===== src/rtl/gcn_pkg.sv =====
`timescale 1ns/1ps
// -----------------------------------------------------------------------------
// gcn_pkg
// Shared types and constants for the GCN layer-pass phase scheduler.
//   sched_state_t : top-level sequencer states
//   REQ_TRANS     : requester index of the transformation controller
//   REQ_AGGR      : requester index of the aggregation controller
//   N_REQ         : number of read requesters sharing the input memory
// -----------------------------------------------------------------------------
package gcn_pkg;

  typedef enum logic [1:0] {
    IDLE   = 2'd0,
    LAUNCH = 2'd1,
    RUN    = 2'd2,
    DONE   = 2'd3
  } sched_state_t;

  localparam int REQ_TRANS = 0;
  localparam int REQ_AGGR  = 1;
  localparam int N_REQ     = 2;

endpackage


===== src/rtl/rr_arbiter2.sv =====
`timescale 1ns/1ps
// -----------------------------------------------------------------------------
// rr_arbiter2
// Two-way round-robin arbiter with a per-requester mask and a last-grant
// register. Grants are combinational (same cycle as the request) and one-hot.
// When both requesters are eligible the one not granted last wins; the
// last-grant register only moves when a grant is issued.
//
// Ports:
//   clk      in   clock
//   reset_n  in   asynchronous active-low reset (transformation preferred)
//   i_en     in   arbitration enable; no grants when low
//   i_req    in   [N_REQ] request vector, indexed by REQ_TRANS / REQ_AGGR
//   i_mask   in   [N_REQ] requesters whose request must be ignored
//   o_gnt    out  [N_REQ] one-hot combinational grant
// -----------------------------------------------------------------------------
module rr_arbiter2
  import gcn_pkg::*;
(
  input  logic             clk,
  input  logic             reset_n,
  input  logic             i_en,
  input  logic [N_REQ-1:0] i_req,
  input  logic [N_REQ-1:0] i_mask,
  output logic [N_REQ-1:0] o_gnt
);

  // High when the most recent grant went to the transformation requester,
  // which hands priority to aggregation on the next tie.
  logic             r_last_was_trans;
  logic [N_REQ-1:0] w_elig;

  assign w_elig = i_req & ~i_mask & {N_REQ{i_en}};

  always_comb begin
    // NOTE: every always_comb output gets a default first so no path leaves
    // it unassigned, which would otherwise infer a latch.
    o_gnt = '0;
    if (w_elig[REQ_TRANS] && w_elig[REQ_AGGR]) begin
      if (r_last_was_trans) begin
        o_gnt[REQ_AGGR] = 1'b1;
      end else begin
        o_gnt[REQ_TRANS] = 1'b1;
      end
    end else begin
      o_gnt = w_elig;
    end
  end

  // NOTE: sequential state uses non-blocking assignments so every flop samples
  // pre-edge values; the reset branch is asynchronous and active-low.
  always_ff @(posedge clk or negedge reset_n) begin
    if (!reset_n) begin
      r_last_was_trans <= 1'b0;
    end else if (|o_gnt) begin
      r_last_was_trans <= o_gnt[REQ_TRANS];
    end
  end

endmodule


===== src/rtl/gcn_phase_scheduler.sv =====
`timescale 1ns/1ps
// -----------------------------------------------------------------------------
// gcn_phase_scheduler
// Top-level sequencer for one GCN layer pass. Launches the transformation
// (feature x weight) and aggregation (adjacency x product) controllers
// together, arbitrates their shared single-port input-memory read channel
// round-robin while the pass runs, returns read-data-valid to the winner one
// cycle after its grant, and reports busy/done to the host.
//
// Optional build macro: GCN_SCHED_PERF_CNT_EN adds per-phase cycle counters
// trans_cycles / aggr_cycles.
//
// Ports:
//   clk, reset_n               clock, asynchronous active-low reset
//   start                      host launch request, sampled in IDLE/DONE
//   trans_start, aggr_start    one-cycle launch pulses (LAUNCH state)
//   trans_done, aggr_done      phase completion, level or pulse
//   req_*/addr_*               read requests held until granted, addresses
//   gnt_trans, gnt_aggr        combinational one-hot grants (RUN only)
//   mem_read_en, mem_addr      shared memory read port (addr 0 when idle)
//   rvalid_trans, rvalid_aggr  registered grant = read data valid
//   busy, done                 host status
//   trans_cycles, aggr_cycles  RUN cycles until each phase finished
//                              (GCN_SCHED_PERF_CNT_EN only)
// -----------------------------------------------------------------------------
module gcn_phase_scheduler
  import gcn_pkg::*;
#(
  parameter int ADDR_W = 7,
  parameter int CYC_W  = 16
) (
  input  logic              clk,
  input  logic              reset_n,
  input  logic              start,
  output logic              trans_start,
  input  logic              trans_done,
  output logic              aggr_start,
  input  logic              aggr_done,
  input  logic              req_trans,
  input  logic [ADDR_W-1:0] addr_trans,
  input  logic              req_aggr,
  input  logic [ADDR_W-1:0] addr_aggr,
  output logic              gnt_trans,
  output logic              gnt_aggr,
  output logic              mem_read_en,
  output logic [ADDR_W-1:0] mem_addr,
  output logic              rvalid_trans,
  output logic              rvalid_aggr,
  output logic              busy,
  output logic              done
`ifdef GCN_SCHED_PERF_CNT_EN
  ,
  output logic [CYC_W-1:0]  trans_cycles,
  output logic [CYC_W-1:0]  aggr_cycles
`endif
);

  sched_state_t     r_state;
  sched_state_t     w_state_nxt;
  logic             r_trans_seen;
  logic             r_aggr_seen;
  logic             r_rvalid_trans;
  logic             r_rvalid_aggr;
  logic             w_run;
  logic             w_launch;
  logic             w_both_fin;
  logic [N_REQ-1:0] w_req;
  logic [N_REQ-1:0] w_mask;
  logic [N_REQ-1:0] w_gnt;

  assign w_run    = (r_state == RUN);
  assign w_launch = (r_state == LAUNCH);

  // A done seen this very cycle counts, so simultaneous or staggered dones
  // both reach DONE on the following edge.
  assign w_both_fin = (r_trans_seen | trans_done) & (r_aggr_seen | aggr_done);

  // ---------------------------------------------------------------------------
  // Sequencer
  // ---------------------------------------------------------------------------
  always_ff @(posedge clk or negedge reset_n) begin
    if (!reset_n) begin
      r_state <= IDLE;
    end else begin
      r_state <= w_state_nxt;
    end
  end

  always_comb begin
    w_state_nxt = r_state;
    unique case (r_state)
      IDLE:    if (start) w_state_nxt = LAUNCH;
      LAUNCH:  w_state_nxt = RUN;
      RUN:     if (w_both_fin) w_state_nxt = DONE;
      DONE:    if (start) w_state_nxt = LAUNCH;
      default: w_state_nxt = IDLE;
    endcase
  end

  assign trans_start = w_launch;
  assign aggr_start  = w_launch;
  assign busy        = w_launch | w_run;
  assign done        = (r_state == DONE);

  // Sticky completion flags: cleared on every launch, set by a done in RUN.
  always_ff @(posedge clk or negedge reset_n) begin
    if (!reset_n) begin
      r_trans_seen <= 1'b0;
      r_aggr_seen  <= 1'b0;
    end else if (w_launch) begin
      r_trans_seen <= 1'b0;
      r_aggr_seen  <= 1'b0;
    end else if (w_run) begin
      if (trans_done) r_trans_seen <= 1'b1;
      if (aggr_done)  r_aggr_seen  <= 1'b1;
    end
  end

  // ---------------------------------------------------------------------------
  // Shared read channel
  // ---------------------------------------------------------------------------
  assign w_req[REQ_TRANS]  = req_trans;
  assign w_req[REQ_AGGR]   = req_aggr;
  // A finished phase may leave its request line high; it must not win slots.
  assign w_mask[REQ_TRANS] = r_trans_seen;
  assign w_mask[REQ_AGGR]  = r_aggr_seen;

  rr_arbiter2 u_arb (
    .clk     (clk),
    .reset_n (reset_n),
    .i_en    (w_run),
    .i_req   (w_req),
    .i_mask  (w_mask),
    .o_gnt   (w_gnt)
  );

  assign gnt_trans   = w_gnt[REQ_TRANS];
  assign gnt_aggr    = w_gnt[REQ_AGGR];
  assign mem_read_en = |w_gnt;

  always_comb begin
    mem_addr = '0;
    if (gnt_trans) begin
      mem_addr = addr_trans;
    end else if (gnt_aggr) begin
      mem_addr = addr_aggr;
    end
  end

  // Memory has one cycle of read latency: data valid is the delayed grant.
  always_ff @(posedge clk or negedge reset_n) begin
    if (!reset_n) begin
      r_rvalid_trans <= 1'b0;
      r_rvalid_aggr  <= 1'b0;
    end else begin
      r_rvalid_trans <= gnt_trans;
      r_rvalid_aggr  <= gnt_aggr;
    end
  end

  assign rvalid_trans = r_rvalid_trans;
  assign rvalid_aggr  = r_rvalid_aggr;

  // ---------------------------------------------------------------------------
  // Optional per-phase cycle counters
  // ---------------------------------------------------------------------------
`ifdef GCN_SCHED_PERF_CNT_EN
  localparam logic [CYC_W-1:0] CYC_MAX = '1;

  logic [CYC_W-1:0] r_trans_cyc;
  logic [CYC_W-1:0] r_aggr_cyc;

  // Each counter runs while its phase is unfinished and saturates; the value
  // holds through DONE so the host can read it until the next launch.
  always_ff @(posedge clk or negedge reset_n) begin
    if (!reset_n) begin
      r_trans_cyc <= '0;
      r_aggr_cyc  <= '0;
    end else if (w_launch) begin
      r_trans_cyc <= '0;
      r_aggr_cyc  <= '0;
    end else if (w_run) begin
      if (!r_trans_seen && (r_trans_cyc != CYC_MAX)) begin
        r_trans_cyc <= r_trans_cyc + CYC_W'(1);
      end
      if (!r_aggr_seen && (r_aggr_cyc != CYC_MAX)) begin
        r_aggr_cyc <= r_aggr_cyc + CYC_W'(1);
      end
    end
  end

  assign trans_cycles = r_trans_cyc;
  assign aggr_cycles  = r_aggr_cyc;
`else
  logic [CYC_W-1:0] w_unused_cyc;
  assign w_unused_cyc = '0;
`endif

endmodule


===== config.mk =====
export PLATFORM = sky130hd
export DESIGN_NAME = gcn_phase_scheduler
export DESIGN_NICKNAME = d
export VERILOG_FILES = /design/src/rtl/gcn_pkg.sv /design/src/rtl/rr_arbiter2.sv /design/src/rtl/gcn_phase_scheduler.sv
export SDC_FILE = /design/constraint.sdc
export NUM_CORES = 1
export LEC_CHECK = 0
export CAP_MARGIN = 30
export CORE_UTILIZATION = 33
export CTS_BUF_LIST = sky130_fd_sc_hd__clkbuf_16
export DETAILED_ROUTE_END_ITERATION = 8
export PLACE_DENSITY = 0.81
export SLEW_MARGIN = 20
export SYNTH_ARGS = -nofsm -noshare
export SYNTH_HDL_FRONTEND = slang
export SYNTH_SLANG_ARGS = --single-unit

===== constraint.sdc =====
create_clock -name clk -period 4.4 [get_ports clk]
set_clock_uncertainty 0.15 [all_clocks]
set_input_delay 0.88 -clock clk [delete_from_list [all_inputs] [get_ports clk]]
set_output_delay 0.88 -clock clk [all_outputs]
set_load 0.05 [all_outputs]

==> qor.txt <==
Internal Power: 0.343 mW
hpwl dp: 931 um
TritonCTS Buffers: 3
Gate power share: 57.5%
XOR/XNOR Fraction of Synth Area: 0%
Top FF cell, synth: dfrtp_1
initial core utilization: 35.3%
fraction of synthesized area in multiplexers: 2.20%
Core Util, Final: 69.1%
Final period util: 89.6%
chip height: 39.1 um
Hold Path Class: flip-flop to flip-flop
via count: 451
synth-to-layout area growth: 95.6%
top-level port count: 37
gpl congestion: 0.751
r2r startpoint: r_state[0]
#FFs+latches synth: 7
RSZ-0062 raised after global routing: false
Clk pwr share: 24.2%
DR pass1 iterations: 4
Max Clk Rate: 254 MHz
Cells after Synth: 44
Slew headroom: 65.4%
actual slew at the worst max-slew pin: 517 ps
post-synthesis async set-or-reset flop share: 100%
Sw Ratio: 45.5%
maxcap violations: 0
Critical Path Start: req_aggr
vias in the first global route: 397
Final Hold Viols: 0
CTS tree: built
largest family of logic cells by synthesized area: compound AO/OA/AOI/OAI gates
Antenna Nets Post-Route: 0
critical path endpoint category: output pin
worst r2r dst: r_state[0]
row cnt: 13
CTS Root Buffer Type: clkbuf_16
Hold Path Depth: 1
Post-synth EDFFs: 0
Layout Nets: 107
leakage power: 0.386 nW
Synth top cells by count: a22o_1 (7), dfrtp_1 (7), ha_1 (4), inv_1 (4), a21oi_1 (3)
Crit path arrival time: 2910 ps
antenna violations before repair: 0
Die Area: 0.00153 mm2
Seq pwr share: 18.3%
Synth cell types: 22
post-cts resize count: 0
Worst-path clk slew: 40 ps
Clock Tree Buf Depth: 2
H-tree depth: 1
worst skew pair latency: 230 ps
Yosys top cell by area: dfrtp_1
hold path start: u_arb.r_last_was_trans
post-CTS setup buffer count: 0
simple-gate share of the synthesized area: 7.99%
DRC Markers: 0
Sum Neg Setup Slack: 0 ps
net load switching power: 0.286 mW
outcome: finished, final reports clean
reg-to-reg slack, setup: 2790 ps
minimum clock period: 3940 ps
fin. max-slew vios: 0
share of layout cells above drive strength 1: 6.17%
Setup CP Type: input port to output pin
# diodes: 0
clock sink count: 7
first-pass GRT wire length: 1790 um
Die X: 39.1 um
Post-Synth Adder-Cell Area: 11.0%
final instance area: 888 um2
Total GRT Usage: 18.6%
Net Count, Synth: 69
Finished Layout Cells: 96
largest net degree at the start of global routing: 10
DR vias/cell: 4.70
mapped cell area: 454 um2
startpoint types: input port
number of hold buffers added after CTS: 0
DP Area: 810 um2
Compound-Gate Fraction of Synth Area: 31.7%
Detailed Route WL: 1230 um
placed instance count: 92
Max VDD drop: 0.000503 V
Required @ worst endpoint: 3370 ps
final setup vio count: 0
grt ovf: 0
initial DRC count: 5
worst hold endpoint: u_arb.r_last_was_trans
Yosys top cell area share: 38.6%
power per cell area: 709 mW/mm2
sequential cell area fraction in the yosys report: 38.6%
synth warn: 0
routed len/inst: 12.8 um
worst r2r path cells: 5
CP Max Fanout: 9
IO Port Bufs: 36
Mapped Avg Cell Area: 10.3 um2
Core ar.: 0.00128 mm2
largest cells by area after synthesis: dfrtp_1 (39%), a22o_1 (13%), ha_1 (11%)
## layout make-up
| class | count | area [um2] |
|---|---|---|
| Tap cell | 15 | 18.8 |
| Timing Repair Buffer | 36 | 360 |
| Fill cell | 104 | 397 |
| Inverter | 4 | 15.0 |
| Clock buffer | 3 | 75.1 |
| Clock inverter | 1 | 3.75 |
| Multi-Input combinational cell | 30 | 240 |
| Sequential cell | 7 | 175 |
## worst max-delay path by stage
stage / cells past startpoint / slack, ps / endpoint
after CTS: 5 / 440 / mem_addr[5]
after global placement: 5 / 470 / mem_addr[3]
after detailed placement: 5 / 440 / mem_addr[3]
after floorplan: 3 / 1150 / mem_addr[0]
after global routing: 5 / 350 / mem_addr[1]
final: 5 / 460 / mem_addr[3]
## critical path, cell delays in order
cell             delay (ps)
clkdlybuf4s50_1         440
nor2b_2                 210
o311a_1                 380
a22o_1                  190
clkdlybuf4s50_1         810
## through the flow
| stage | power (mW) | worst slack (ps) | hold WS (ps) |
|---|---|---|---|
| finish | 0.630 | 456 | 376 |
| global route | 0.664 | 348 | 436 |
| CTS | 0.633 | 444 | 373 |
| detailed placement | 0.475 | 441 | 369 |
| global placement | 0.469 | 474 | 372 |
| floorplan | 0.373 | 1150 | 342 |
## power groups by stage
stage               clock [mW]  sequential (mW)  combinational, mW
finish                   0.152            0.115              0.362
global route             0.159            0.120              0.385
CTS                      0.154            0.115              0.364
detailed placement           0            0.115              0.360
global placement             0            0.114              0.355
floorplan                    0            0.118              0.255
## cells by family after synthesis
kind of cell | Yosys count
simple gates | 6
mux | 1
compound gates | 19
buf+inv | 7
flops | 7
fa+ha+maj | 4
## layer usage
metal	up-vias	share of wire [%]	track usage, %
met4	0	1.7	10.3
met1	201	42	22.9
li1	237	-	-
met2	9	52	28.7
met3	4	4.2	5.20
met5	-	0	0
## cell usage in the layout (no fill, tap or decap), drive strengths merged
cell           synthesis  final
a21boi                 1      1
a21o                   1      1
a21oi                  4      4
a22o                   7      7
a2bb2oi                1      1
a31oi                  1      1
clkbuf                 0      3
clkdlybuf4s50          0     36
dfrtp                  7      7
ha                     4      4
inv                    4      5
mux2i                  1      1
nand3b                 1      1
nor2                   2      2
nor2b                  3      3
o21a                   1      1
o21ai                  1      1
o22ai                  1      1
o311a                  1      1
## sequential cells by signal (all words and copies together), names as in the netlist
signal	cells
r_state	2
r_aggr_seen	1
r_trans_seen	1
rvalid_aggr	1
rvalid_trans	1
u_arb.r_last_was_trans	1
Power figures use the tool's default switching activity.
